[src/rtl/main_ctrl_fsm.sv]
// Multi-cycle main control FSM for the SCPU core: fetch/decode/exec/mem/wb sequencing and aluop.
// Optional bus-timeout trap is compiled in with `define MAINCTRL_BUS_TIMEOUT_EN.
module main_ctrl_fsm #(
   parameter int unsigned TIMEOUT_CYCLES = 255
) (
   input  logic        clk,
   input  logic        rst,
   input  logic [31:0] instr,
   input  logic        imem_ready,
   input  logic        dmem_ready,
   input  logic        branch_taken,
   output logic        imem_req,
   output logic        ir_we,
   output logic        pc_we,
   output logic [1:0]  pc_sel,
   output logic [2:0]  aluop,
   output logic        alu_src_a,
   output logic        alu_src_b,
   output logic        dmem_req,
   output logic        dmem_we,
   output logic        reg_we,
   output logic [1:0]  wb_sel,
   output logic        instr_done,
   output logic        trap
);

   typedef enum logic [2:0] {
      S_FETCH  = 3'd0,
      S_DECODE = 3'd1,
      S_EXEC   = 3'd2,
      S_MEM    = 3'd3,
      S_WB     = 3'd4,
      S_TRAP   = 3'd5
   } state_t;

   localparam logic [6:0] OP_LOAD   = 7'b0000011;
   localparam logic [6:0] OP_STORE  = 7'b0100011;
   localparam logic [6:0] OP_BRANCH = 7'b1100011;
   localparam logic [6:0] OP_R      = 7'b0110011;
   localparam logic [6:0] OP_I      = 7'b0010011;
   localparam logic [6:0] OP_LUI    = 7'b0110111;
   localparam logic [6:0] OP_AUIPC  = 7'b0010111;
   localparam logic [6:0] OP_JAL    = 7'b1101111;
   localparam logic [6:0] OP_JALR   = 7'b1100111;

   state_t     state_q, state_d;
   logic [6:0] op_q;
   logic [2:0] aluop_dec;
   logic       timeout_hit;
   logic       unused_instr;

   assign unused_instr = ^instr[31:7];

   function automatic logic [2:0] decode_aluop(input logic [6:0] op);
      case (op)
         OP_LOAD, OP_STORE: decode_aluop = 3'b000;
         OP_BRANCH:         decode_aluop = 3'b001;
         OP_R:              decode_aluop = 3'b010;
         OP_I:              decode_aluop = 3'b011;
         OP_LUI:            decode_aluop = 3'b100;
         OP_AUIPC:          decode_aluop = 3'b101;
         OP_JALR:           decode_aluop = 3'b110;
         OP_JAL:            decode_aluop = 3'b111;
         default:           decode_aluop = 3'b000;
      endcase
   endfunction

   function automatic logic is_legal(input logic [6:0] op);
      case (op)
         OP_LOAD, OP_STORE, OP_BRANCH, OP_R, OP_I,
         OP_LUI, OP_AUIPC, OP_JAL, OP_JALR: is_legal = 1'b1;
         default:                           is_legal = 1'b0;
      endcase
   endfunction

   assign aluop_dec = decode_aluop(op_q);

   // Opcode is a datapath register: captured with the IR, not reset.
   always_ff @(posedge clk) begin
      if (ir_we) op_q <= instr[6:0];
   end

   always_ff @(posedge clk) begin
      if (rst) state_q <= S_FETCH;
      else     state_q <= state_d;
   end

`ifdef MAINCTRL_BUS_TIMEOUT_EN
   logic [7:0] wait_cnt_q;
   logic       waiting;

   assign waiting     = ((state_q == S_FETCH) && !imem_ready) ||
                        ((state_q == S_MEM)   && !dmem_ready);
   // The current wait cycle is the TIMEOUT_CYCLES-th one; ready in this cycle still wins.
   assign timeout_hit = waiting && (wait_cnt_q == 8'(TIMEOUT_CYCLES - 1));

   always_ff @(posedge clk) begin
      if (rst || (state_d != state_q)) wait_cnt_q <= 8'd0;
      else if (waiting)                wait_cnt_q <= wait_cnt_q + 8'd1;
   end
`else
   logic unused_timeout;
   assign unused_timeout = (TIMEOUT_CYCLES == 0);
   assign timeout_hit    = 1'b0;
`endif

   always_comb begin
      state_d    = state_q;
      imem_req   = 1'b0;
      ir_we      = 1'b0;
      pc_we      = 1'b0;
      pc_sel     = 2'b00;
      aluop      = 3'b000;
      alu_src_a  = 1'b0;
      alu_src_b  = 1'b0;
      dmem_req   = 1'b0;
      dmem_we    = 1'b0;
      reg_we     = 1'b0;
      wb_sel     = 2'b00;
      instr_done = 1'b0;
      trap       = 1'b0;
      // Every output is held low while rst is asserted, whatever the current state.
      if (!rst) begin
         case (state_q)
            S_FETCH: begin
               imem_req = 1'b1;
               if (imem_ready) begin
                  ir_we   = 1'b1;
                  state_d = S_DECODE;
               end else if (timeout_hit) begin
                  state_d = S_TRAP;
               end
            end
            S_DECODE: begin
               aluop   = aluop_dec;
               state_d = is_legal(op_q) ? S_EXEC : S_TRAP;
            end
            S_EXEC: begin
               aluop     = aluop_dec;
               alu_src_a = (op_q == OP_AUIPC) || (op_q == OP_JAL) || (op_q == OP_BRANCH);
               alu_src_b = !((op_q == OP_R) || (op_q == OP_BRANCH));
               if (op_q == OP_BRANCH) begin
                  pc_we      = 1'b1;
                  instr_done = 1'b1;
                  pc_sel     = branch_taken ? 2'b01 : 2'b00;
                  state_d    = S_FETCH;
               end else if ((op_q == OP_LOAD) || (op_q == OP_STORE)) begin
                  state_d = S_MEM;
               end else begin
                  state_d = S_WB;
               end
            end
            S_MEM: begin
               aluop    = aluop_dec;
               dmem_req = 1'b1;
               dmem_we  = (op_q == OP_STORE);
               if (dmem_ready) begin
                  if (op_q == OP_STORE) begin
                     pc_we      = 1'b1;
                     instr_done = 1'b1;
                     state_d    = S_FETCH;
                  end else begin
                     state_d = S_WB;
                  end
               end else if (timeout_hit) begin
                  state_d = S_TRAP;
               end
            end
            S_WB: begin
               aluop      = aluop_dec;
               reg_we     = 1'b1;
               pc_we      = 1'b1;
               instr_done = 1'b1;
               if (op_q == OP_LOAD) begin
                  wb_sel = 2'b01;
               end else if (op_q == OP_JAL) begin
                  wb_sel = 2'b10;
                  pc_sel = 2'b01;
               end else if (op_q == OP_JALR) begin
                  wb_sel = 2'b10;
                  pc_sel = 2'b10;
               end
               state_d = S_FETCH;
            end
            S_TRAP: begin
               trap = 1'b1;
            end
            default: begin
               state_d = S_FETCH;
            end
         endcase
      end
   end

endmodule

[config.mk]
export PLATFORM = sky130hd
export DESIGN_NAME = main_ctrl_fsm
export DESIGN_NICKNAME = d
export VERILOG_FILES = /design/src/rtl/main_ctrl_fsm.sv
export SDC_FILE = /design/constraint.sdc
export NUM_CORES = 1
export LEC_CHECK = 0
export CAP_MARGIN = 20
export CORE_ASPECT_RATIO = 1.2
export CORE_UTILIZATION = 36
export CTS_CLUSTER_SIZE = 20
export DETAILED_ROUTE_END_ITERATION = 12
export PLACE_DENSITY = 0.79
export REMOVE_ABC_BUFFERS = 1
export SYNTH_ARGS = -nofsm -noshare
export SYNTH_HDL_FRONTEND = slang
export SYNTH_SLANG_ARGS = --single-unit
[constraint.sdc]
create_clock -name clk -period 1.85 [get_ports clk]
set_input_delay 0.2775 -clock clk [delete_from_list [all_inputs] [get_ports clk]]
set_output_delay 0.2775 -clock clk [all_outputs]
set_load 0.01 [all_outputs]
==> results.md, run 1 <==
* Status: finished, violations left
* Failing checks: setup timing
* Final Hold Fails at 0
* Internal Power at 0.471 mW
* Worst-Margin Slew at 0.374 ns
* Vias in the first global route at 966
* Die Span X at 46.3 um
* Ys Warns at 0
* Clk buf depth at 2
* WL/cell at 13.8 um
* First-pass GRT wire length at 4.14 mm
* Initial drt markers at 8
* Routed vias at 973
* Synth Area in Simple Gates at 35.3%
* Synth Flop Type: edfxtp_1
* Vert. Die Dim at 55.2 um
* Largest family of logic cells by synthesized area: simple AND/OR/NAND/NOR gates
* Sequential area share after synthesis at 31.8%
* CP endpoint kind: primary output
* Maximum VDD drop at 0.434 mV
* Clock latency on the worst-skew pair at 0.26 ns
* Placed cell count at 174
* Core Box Area at 2140 um^2
* Synthesized-area fraction occupied by adder cells at 0%
* Total routed wirelength at 2.57 mm
* Gpl congestion at 0.819
* Row cnt at 18
* # IOs at 54
* Post-layout min period at 1.97 ns
* Combinational power share at 38.2%
* CP arrival at 1.70 ns
* # setup viols final at 9
* Lkg Pwr at 0.650 nW
* Initial Utilization at 39.7%
* DR pass1 iterations at 4
* Syn_area_per_cell at 8.94 um^2
* Total grt overflow at 0
* NetSw at 0.193 mW
* Post-Syn Area at 850 um^2
* Synth area leaders: edfxtp_1, dfxtp_1, nor3b_1, nor2b_1, nand2b_1
* DR vias/cell at 5.20
* Reg power frac at 39.9%
* # port buffers at 28
* Final Non-Filler Cells at 187
* EDFF count, synth at 7
* Clock share of power at 21.9%
* Final setup margin at -0.124 ns
* Relative slew slack at 74.4%
* Power Density at 432 nW/um^2
* Number of buffers created by CTS at 3
* Skew final at 0.000473 ns
* Initial antenna violation count at 0
* RSZ-0062 raised after global routing: true
* Fmax at 507 MHz
* Gate Count Post-Synth at 95
* DP Worst Slack at -0.353 ns
* Final Max Tran Viols at 0
* Share of cells above drive strength 1 at 53.5%
* Total clock sinks at 10
* Largest net degree at the start of global routing at 11
* CTS root buffer: clkbuf_4
* HP Class: in -> reg
* Synth Area in Compound Gates at 21.1%
* Total track usage at 21.9%
* Largest area contributor in the netlist: edfxtp_1
* Post-synth top area share at 24.7%
* Mux cell area share after synthesis at 2.95%
* Remaining antenna violation count at 0
* Antenna Cells at 0
* Die ar. at 2560 um^2
* CTS tree: done
* Post-synth top cells: edfxtp_1, nor2b_1, nor3b_1
* CP Max Fanout at 3
* Area delta synth->final at 81.0%
* Xor and xnor area share after synthesis at 1.03%
* Top-count cell post-synth: edfxtp_1
* H-Tree Depth at 1
* DR DRC count at 0
* Unique cell type count in the Yosys netlist at 42
* FF-to-FF setup slack at -0.05 ns
* Hpwl dp at 1.75 mm
* Critical path type: reg -> out
* Async SR Flop Fraction at 0%
* Max-cap check violation count at 0
* Final Cycle Share at 107%
* Startpoint type of the worst setup path: register
* Final #Nets at 195
* CP required at 1.57 ns
* FF+latch count, synth at 10
* CTS clk-pin slew, worst paths at 0.06 ns
* Switching share of power at 29.0%
-- worst paths after layout --
check,from,to,depth (start not counted)
max,state_q[1],pc_sel[1],6
min,instr[2],op_q[2],1
max reg2reg,op_q[3],state_q[2],6
min reg2reg,state_q[2],state_q[1],4
-- final cells by class --
| class | count | area, um^2 |
|---|---|---|
| clock buffer | 3 | 22.5 |
| timing repair buffer | 67 | 533 |
| clock inverter | 1 | 3.75 |
| sequential | 10 | 273 |
| inverter | 4 | 15.0 |
| tap | 30 | 37.5 |
| multi-input combinational | 72 | 653 |
| fill | 155 | 602 |
-- flip-flops by register name, indices dropped and copies added, names as in the netlist --
register	cells
op_q	7
state_q	3
-- power by group through the flow --
stage	sequential [mW]	clock (mW)	combinational (mW)
2_1_floorplan	0.283	0	0.0743
3_3_place_gp	0.269	0	0.198
3_5_place_dp	0.269	0	0.203
4_1_cts	0.265	0.155	0.231
5_1_grt	0.266	0.165	0.272
6_report	0.265	0.145	0.254
-- logic make-up after synthesis --
group,count (synthesis)
flops,10
simple gates,45
compound gates,24
xor+xnor,1
mux,2
buf+inv,13
-- timing repair --
action,CTS,global route
buffers inserted,6,3
resized for setup,81,18
pin swaps,9,6
hold buffers,0,0
endpoints found under the setup margin,17,17
cloned,0,0
-- stage by stage --
stage	hold slack [ns]	util (%)	power, mW	setup TNS [ns]	instance area [um^2]
floorplan	0.376	-	0.357	-0.0508	798
global placement	0.693	62.7	0.466	-4.17	1340
detailed placement	0.701	62.7	0.472	-4.58	1340
CTS	0.555	67.7	0.650	-0.543	1450
global route	0.558	71.9	0.702	-1.30	1540
finish	0.566	71.9	0.664	-0.530	1540
-- placed cells by master, fill, tap and decap left out, types with 3 or more instances in the layout --
cell	Yosys	final
buf_2	4	10
buf_4	1	35
buf_6	1	7
clkbuf_4	0	3
clkdlybuf4s50_1	0	10
dlygate4sd2_1	0	3
edfxtp_1	7	7
inv_1	4	3
nand2b_1	5	4
nor2_1	5	5
nor2b_1	6	3
nor2b_4	0	3
nor3b_1	6	3
nor3b_2	0	3
o21a_1	4	4
-- worst max-delay path: stages, from the launching register on --
cell and delay (ns):
dfxtp_2 0.32, or3b_4 0.43, or2_4 0.26, inv_2 0.07
and2_4 0.13, nor2b_4 0.13, buf_6 0.10
-- layer usage --
layer,part of all wire (%),GRT usage [%],vias to the layer above
met5,0,0,-
met2,54,34.5,35
met1,40,28.4,454
met4,2.3,10.5,0
met3,4.0,2.61,6
li1,-,-,478
Power figures use the tool's default switching activity.
==> run 2: changes to the inputs <==
--- a/config.mk
+++ b/config.mk
@@ -7,9 +7,11 @@
 export LEC_CHECK = 0
 export CAP_MARGIN = 20
 export CORE_ASPECT_RATIO = 1.2
+export CORE_MARGIN = 4
 export CORE_UTILIZATION = 36
 export CTS_CLUSTER_SIZE = 20
 export DETAILED_ROUTE_END_ITERATION = 12
+export MAX_ROUTING_LAYER = met4
 export PLACE_DENSITY = 0.79
 export REMOVE_ABC_BUFFERS = 1
 export SYNTH_ARGS = -nofsm -noshare
==> run 2 against run 1 <==
The flow still finishes with violations (setup timing). Critical path type unchanged. Total power up 0.59%. Sequential share of layout area down 0.45 points. Sequential cell count unchanged. Clock power about the same. Register-to-register slack better by 0.10 ns. First-iteration DRC count rose to 3.6 times the previous value. Worst hold slack worse by 0.00067 ns. Critical path depth down 2. Sequential power about the same.
==> results.md, run 2 (synthesized netlist as in run 1, its figures left out) <==
* Critical path type: reg -> out
* Worst-Margin Slew at 0.458 ns (+0.0843 ns)
* Total grt overflow at 0 (unchanged)
* Die Span X at 52.3 um (+13%)
* Final instance area at 1590 um^2 (+3.1%)
* Die ar. at 3200 um^2 (+25%)
* CTS tree: done
* Status: finished, violations left
* Most common cell after layout, fill and taps aside: buf_4
* WL/cell at 14.9 um (+8.1%)
* Initial Utilization at 37.2% (-2.5 points)
* H-Tree Depth at 1 (unchanged)
* HP Class: in -> reg
* Total routed wirelength at 2.82 mm (+9.8%)
* Largest register FFs at 7 (unchanged)
* CP required at 1.57 ns (about the same)
* DR vias/cell at 5.18 (-0.37%)
* First-pass GRT wire length at 4.37 mm (+5.7%)
* Final #Nets at 197 (+1.0%)
* DR DRC count at 0 (unchanged)
* Setup_tns at -0.672 ns (-0.142 ns)
* Startpoint type of the worst setup path: register
* Hpwl dp at 1.94 mm (+11%)
* Final Util at 69.5% (-2.4 points)
* Area delta synth->final at 86.6%
* # IOs at 54 (unchanged)
* Commonest cells after routing, fill and taps aside: buf_4, buf_2, clkdlybuf4s50_1
* CP arrival at 1.70 ns (about the same)
* Final Max Tran Viols at 0 (unchanged)
* Row cnt at 19 (+1)
* Gpl congestion at 0.860 (+5.0%)
* Relative slew slack at 69.2% (-5.2 points)
* Max-cap check violation count at 0 (unchanged)
* Vias in the first global route at 1021 (+5.7%)
* # setup viols final at 9 (unchanged)
* Final Power at 0.668 mW (+0.59%)
* Clk buf depth at 2 (unchanged)
* Biggest register: op_q
* Maximum VDD drop at 0.430 mV (-0.89%)
* Initial antenna violation count at 0 (unchanged)
* Biggest registers after layout: op_q x7, state_q x3
* Post-layout min period at 1.97 ns (-0.000372 ns)
* CP endpoint kind: primary output
* Fmax at 507 MHz (about the same)
* Share of cells above drive strength 1 at 59.1% (+5.6 points)
* Number of buffers created by CTS at 3 (unchanged)
* # port buffers at 28 (unchanged)
* Routing usage on met1 at 20.5% (-7.9 points)
* Routed vias at 985 (+1.2%)
* DR pass1 iterations at 4 (unchanged)
* Failing checks: setup timing
* Largest net degree at the start of global routing at 11 (unchanged)
* Clock latency on the worst-skew pair at 0.26 ns (about the same)
* Met2 Use GR at 32.8% (-1.7 points)
* Total track usage at 18.7% (-3.2 points)
* Antenna Cells at 0 (unchanged)
* Hold_ws at 0.565 ns (-0.000669 ns)
* Final setup margin at -0.124 ns (+0.000372 ns)
* Final Hold Fails at 0 (unchanged)
* CTS root buffer: clkbuf_4
* RSZ-0062 raised after global routing: true
* M3 GR Usage at 1.45% (-1.2 points)
* Hold buffer count at cts at 0 (unchanged)
* Gr busiest metal: met2
* Vert. Die Dim at 61.2 um (+11%)
* Power Density at 421 nW/um^2 (-2.4%)
* Initial drt markers at 29 (+21)
* Remaining antenna violation count at 0 (unchanged)
* Total clock sinks at 10 (unchanged)
* CTS clk-pin slew, worst paths at 0.06 ns (about the same)
* Skew final at 0.00271 ns (+0.00224 ns)
* Core Box Area at 2280 um^2 (+6.7%)
* Placed Area at 1350 um^2 (+0.65%)
* CP Max Fanout at 3 (unchanged)
* Final Cycle Share at 107% (about the same)
* Lkg Pwr at 0.675 nW (+3.9%)
run 2: changes by cell type in the layout (fill, tap and decap cells not counted), sizes merged:
| cell | before | now |
|---|---|---|
| buf | 52 | 55 |
| dlygate4sd2 | 3 | 1 |
| dlymetal6s2s | 0 | 1 |
run 2: final cells by class:
cell class / count / area, um^2
inverters: 4 / 15.0
well taps: 31 / 38.8
multi-input cells: 72 / 678
fillers: 173 / 697
clock inverters: 1 / 3.75
repair buffers: 69 / 553
flip-flops and latches: 10 / 274
clock buffers: 3 / 22.5
run 2: worst paths after layout:
kind                                 start    endpoint  slack (ns)  cells past startpoint
worst max-delay path               op_q[2]   wb_sel[0]       -0.12                      4
worst min-delay path              instr[3]     op_q[3]        0.57                      1
worst max register to register     op_q[4]  state_q[2]        0.05                      7
worst min register to register  state_q[2]  state_q[1]        0.70                      3
run 2: power by group:
part | total, mW | leakage, nW | switching [mW] | internal [mW]
clock network | 0.147 | 0.0154 | 0.0689 | 0.0777
logic | 0.255 | 0.569 | 0.117 | 0.138
registers | 0.266 | 0.0907 | 0.00982 | 0.256
total | 0.668 | 0.675 | 0.196 | 0.472
run 2: per-layer routing:
layer,part of all wire [%],vias to the layer above
li1,-,484
met5,0,-
met4,1.6,0
met2,53,38
met1,40,459
met3,4.9,4
run 2: critical path, stage by stage, from the launching register on:
cell and delay [ns]:
edfxtp_1 0.39, nand4bb_4 0.29, or3_4 0.42, nor3_2 0.17, buf_2 0.16
run 2: what timing repair did:
| action | CTS | global route |
|---|---|---|
| setup buffers | 7 | 3 |
| gates resized for setup | 94 | 18 |
| endpoints found under the setup margin | 17 | 17 |
| pin swaps | 13 | 9 |
run 2: through the flow:
step / worst slack [ns] / instances
6_report: -0.124 / 190
5_1_grt: -0.186 / 190
4_1_cts: -0.131 / 187
3_5_place_dp: -0.375 / 176
3_3_place_gp: -0.364 / 176
2_1_floorplan: -0.0508 / 86
==> run 3: changes to the inputs <==
--- a/config.mk
+++ b/config.mk
@@ -12,7 +12,7 @@
 export CTS_CLUSTER_SIZE = 20
 export DETAILED_ROUTE_END_ITERATION = 12
 export MAX_ROUTING_LAYER = met4
-export PLACE_DENSITY = 0.79
+export PLACE_DENSITY_LB_ADDON = 0.3
 export REMOVE_ABC_BUFFERS = 1
 export SYNTH_ARGS = -nofsm -noshare
 export SYNTH_HDL_FRONTEND = slang
==> run 3 against run 2 <==
The flow still finishes with violations (setup timing). First-iteration DRC count decreased by 34%. Via count decreased by 2.6%. Sequential share of layout area decreased by 0.33 points. Maximum frequency decreased by 1.0%. Clock skew increased by 0.0064 ns. Worst hold slack improved by 0.0081 ns. Critical path type unchanged. Highest routed layer unchanged.
==> results.md, run 3 (synthesized netlist as in run 1, its figures left out) <==
* Slowest cell on crit path: edfxtp_1
* Initial Utilization at 37.2% (unchanged)
* H-Tree Depth at 1 (unchanged)
* Row cnt at 19 (unchanged)
* Final Max Tran Viols at 0 (unchanged)
* DR vias/cell at 4.99 (-3.7%)
* Most frequent CP cell: buf_4
* Routed vias at 959 (-2.6%)
* Vias in the first global route at 917 (-10%)
* Biggest register: op_q
* Total grt overflow at 0 (unchanged)
* Post-layout min period at 1.99 ns (+0.0200 ns)
* R2R depth at 6 (-1)
* DR pass1 iterations at 4 (unchanged)
* CP endpoint kind: primary output
* Worst-Margin Slew at 0.488 ns (+0.0295 ns)
* Largest net degree at the start of global routing at 13 (+2)
* CTS tree: done
* CP cell instances: buf_6 -> and3b_2 -> buf_4 -> buf_4 -> o211a_1 -> buf_2
* Startpoint type of the worst setup path: register
* Final Hold Fails at 0 (unchanged)
* Final Power at 0.667 mW (-0.13%)
* Clock latency on the worst-skew pair at 0.25 ns (about the same)
* Largest register FFs at 7 (unchanged)
* Share of cells above drive strength 1 at 57.1% (-2.0 points)
* CP Max Fanout at 5 (+2)
* Fmax at 502 MHz (-1.0%)
* Hold depth at 1 (unchanged)
* FILL cells at 180 (+4.0%)
* Remaining antenna violation count at 0 (unchanged)
* Most common cell after layout, fill and taps aside: buf_4
* Vert. Die Dim at 61.2 um (unchanged)
* CP arrival at 1.72 ns (+0.02 ns)
* CP required at 1.57 ns (about the same)
* DR DRC count at 0 (unchanged)
* Commonest cells after routing, fill and taps aside: buf_4, buf_6, clkdlybuf4s50_1, buf_2, edfxtp_1
* Die ar. at 3200 um^2 (unchanged)
* Biggest registers after layout: op_q x7, state_q x3
* Min-Delay Startpoint: instr[4]
* Skew final at 0.00911 ns (+0.00640 ns)
* RSZ-0062 raised after global routing: true
* Failing checks: setup timing
* Initial drt markers at 19 (-34%)
* Hold buffer count at cts at 0 (unchanged)
* Clk buf depth at 2 (unchanged)
* WL/cell at 13.8 um (-7.1%)
* Critical path type: reg -> out
* FF-to-FF setup slack at -0.07 ns (-0.12 ns)
* First-pass GRT wire length at 3.72 mm (-15%)
* Max-cap check violation count at 0 (unchanged)
* Reg2reg end: state_q[0]
* Final Util at 70.2% (+0.71 points)
* Number of buffers created by CTS at 3 (unchanged)
* Gpl congestion at 0.845 (-1.8%)
* Hold Path End: op_q[4]
* Buffers & Inverters on Critical Path at 4 (+3)
* Die Span X at 52.3 um (unchanged)
* CTS root buffer: clkbuf_4
* Slowest stage delay, CP at 0.49 ns (+0.07 ns)
* Relative slew slack at 66.6% (-2.5 points)
* Final #Nets at 199 (+1.0%)
* CTS clk-pin slew, worst paths at 0.06 ns (about the same)
* Core Box Area at 2280 um^2 (unchanged)
* Hpwl dp at 1.83 mm (-5.9%)
* # port buffers at 28 (unchanged)
* Final Cycle Share at 108% (+1.1 points)
* # setup viols final at 11 (+2)
* Power Density at 416 nW/um^2 (-1.1%)
* Lkg Pwr at 0.684 nW (+1.3%)
* Total track usage at 15.7% (-3.0 points)
* Status: finished, violations left
* # IOs at 54 (unchanged)
* Maximum VDD drop at 0.402 mV (-6.4%)
* Total routed wirelength at 2.65 mm (-6.1%)
* Final setup margin at -0.144 ns (-0.0200 ns)
* Area delta synth->final at 88.5%
* Origin of the critical flop-to-flop path: op_q[4]
* Initial antenna violation count at 0 (unchanged)
* Total clock sinks at 10 (unchanged)
* Antenna Cells at 0 (unchanged)
* HP Class: in -> reg
* Cell family with most CP delay: buffers and inverters
==> run 3: worst reg2reg max path, delay by kind of cell (launching register included) <==
family          cells  cell delay, ns
compound gates      2            0.81
buf+inv             2            0.30
flops               1            0.40
simple gates        2            0.29
==> run 3: timing repair <==
item / 4_1_cts / 5_1_grt
endpoints found under the setup margin: 17 / 15
buffers inserted: 8 / 2
pin swaps: 11 / 8
resized for setup: 83 / 22
==> run 3: power by group <==
| group | internal [mW] | switching [mW] |
|---|---|---|
| logic | 0.141 | 0.115 |
| clock network | 0.0827 | 0.0624 |
| registers | 0.256 | 0.00989 |
| total | 0.480 | 0.187 |
==> run 3: metal layers <==
layer	track usage, %	vias up	routed length, um
li1	-	491	-
met1	17.3	436	1030
met2	28.5	30	1480
met3	1.21	2	120
met4	7.30	0	19
met5	-	-	0
==> run 3: worst max-delay path by stage <==
stage                           from        end  slack, ns  cells past startpoint
after floorplan           state_q[2]  pc_sel[1]      -0.05                      5
after global placement           rst      ir_we      -0.36                      5
after detailed placement         rst   aluop[2]      -0.39                      6
after CTS                    op_q[5]  alu_src_a      -0.23                      6
after global routing         op_q[4]  alu_src_a      -0.21                      7
final                        op_q[6]   aluop[2]      -0.14                      6
==> run 3: cell type report <==
cell class / count / area (um^2) / share of cell area [%]
well taps: 31 / 38.8 / 2.42
clock buffers: 4 / 26.3 / 1.64
repair buffers: 71 / 587 / 36.6
multi-input cells: 72 / 663 / 41.4
inverters: 4 / 15.0 / 0.937
flip-flops and latches: 10 / 272 / 17.0
==> run 3: per-stage QoR <==
step	instance area [um^2]	setup WS (ns)	hold WS (ns)	instances	setup TNS [ns]
after floorplan	798	-0.0508	0.376	86	-0.0508
after global placement	1370	-0.359	0.687	178	-4.74
after detailed placement	1370	-0.387	0.701	178	-5.11
after CTS	1510	-0.227	0.564	190	-0.741
after global routing	1600	-0.209	0.563	192	-1.56
final	1600	-0.144	0.573	192	-0.694
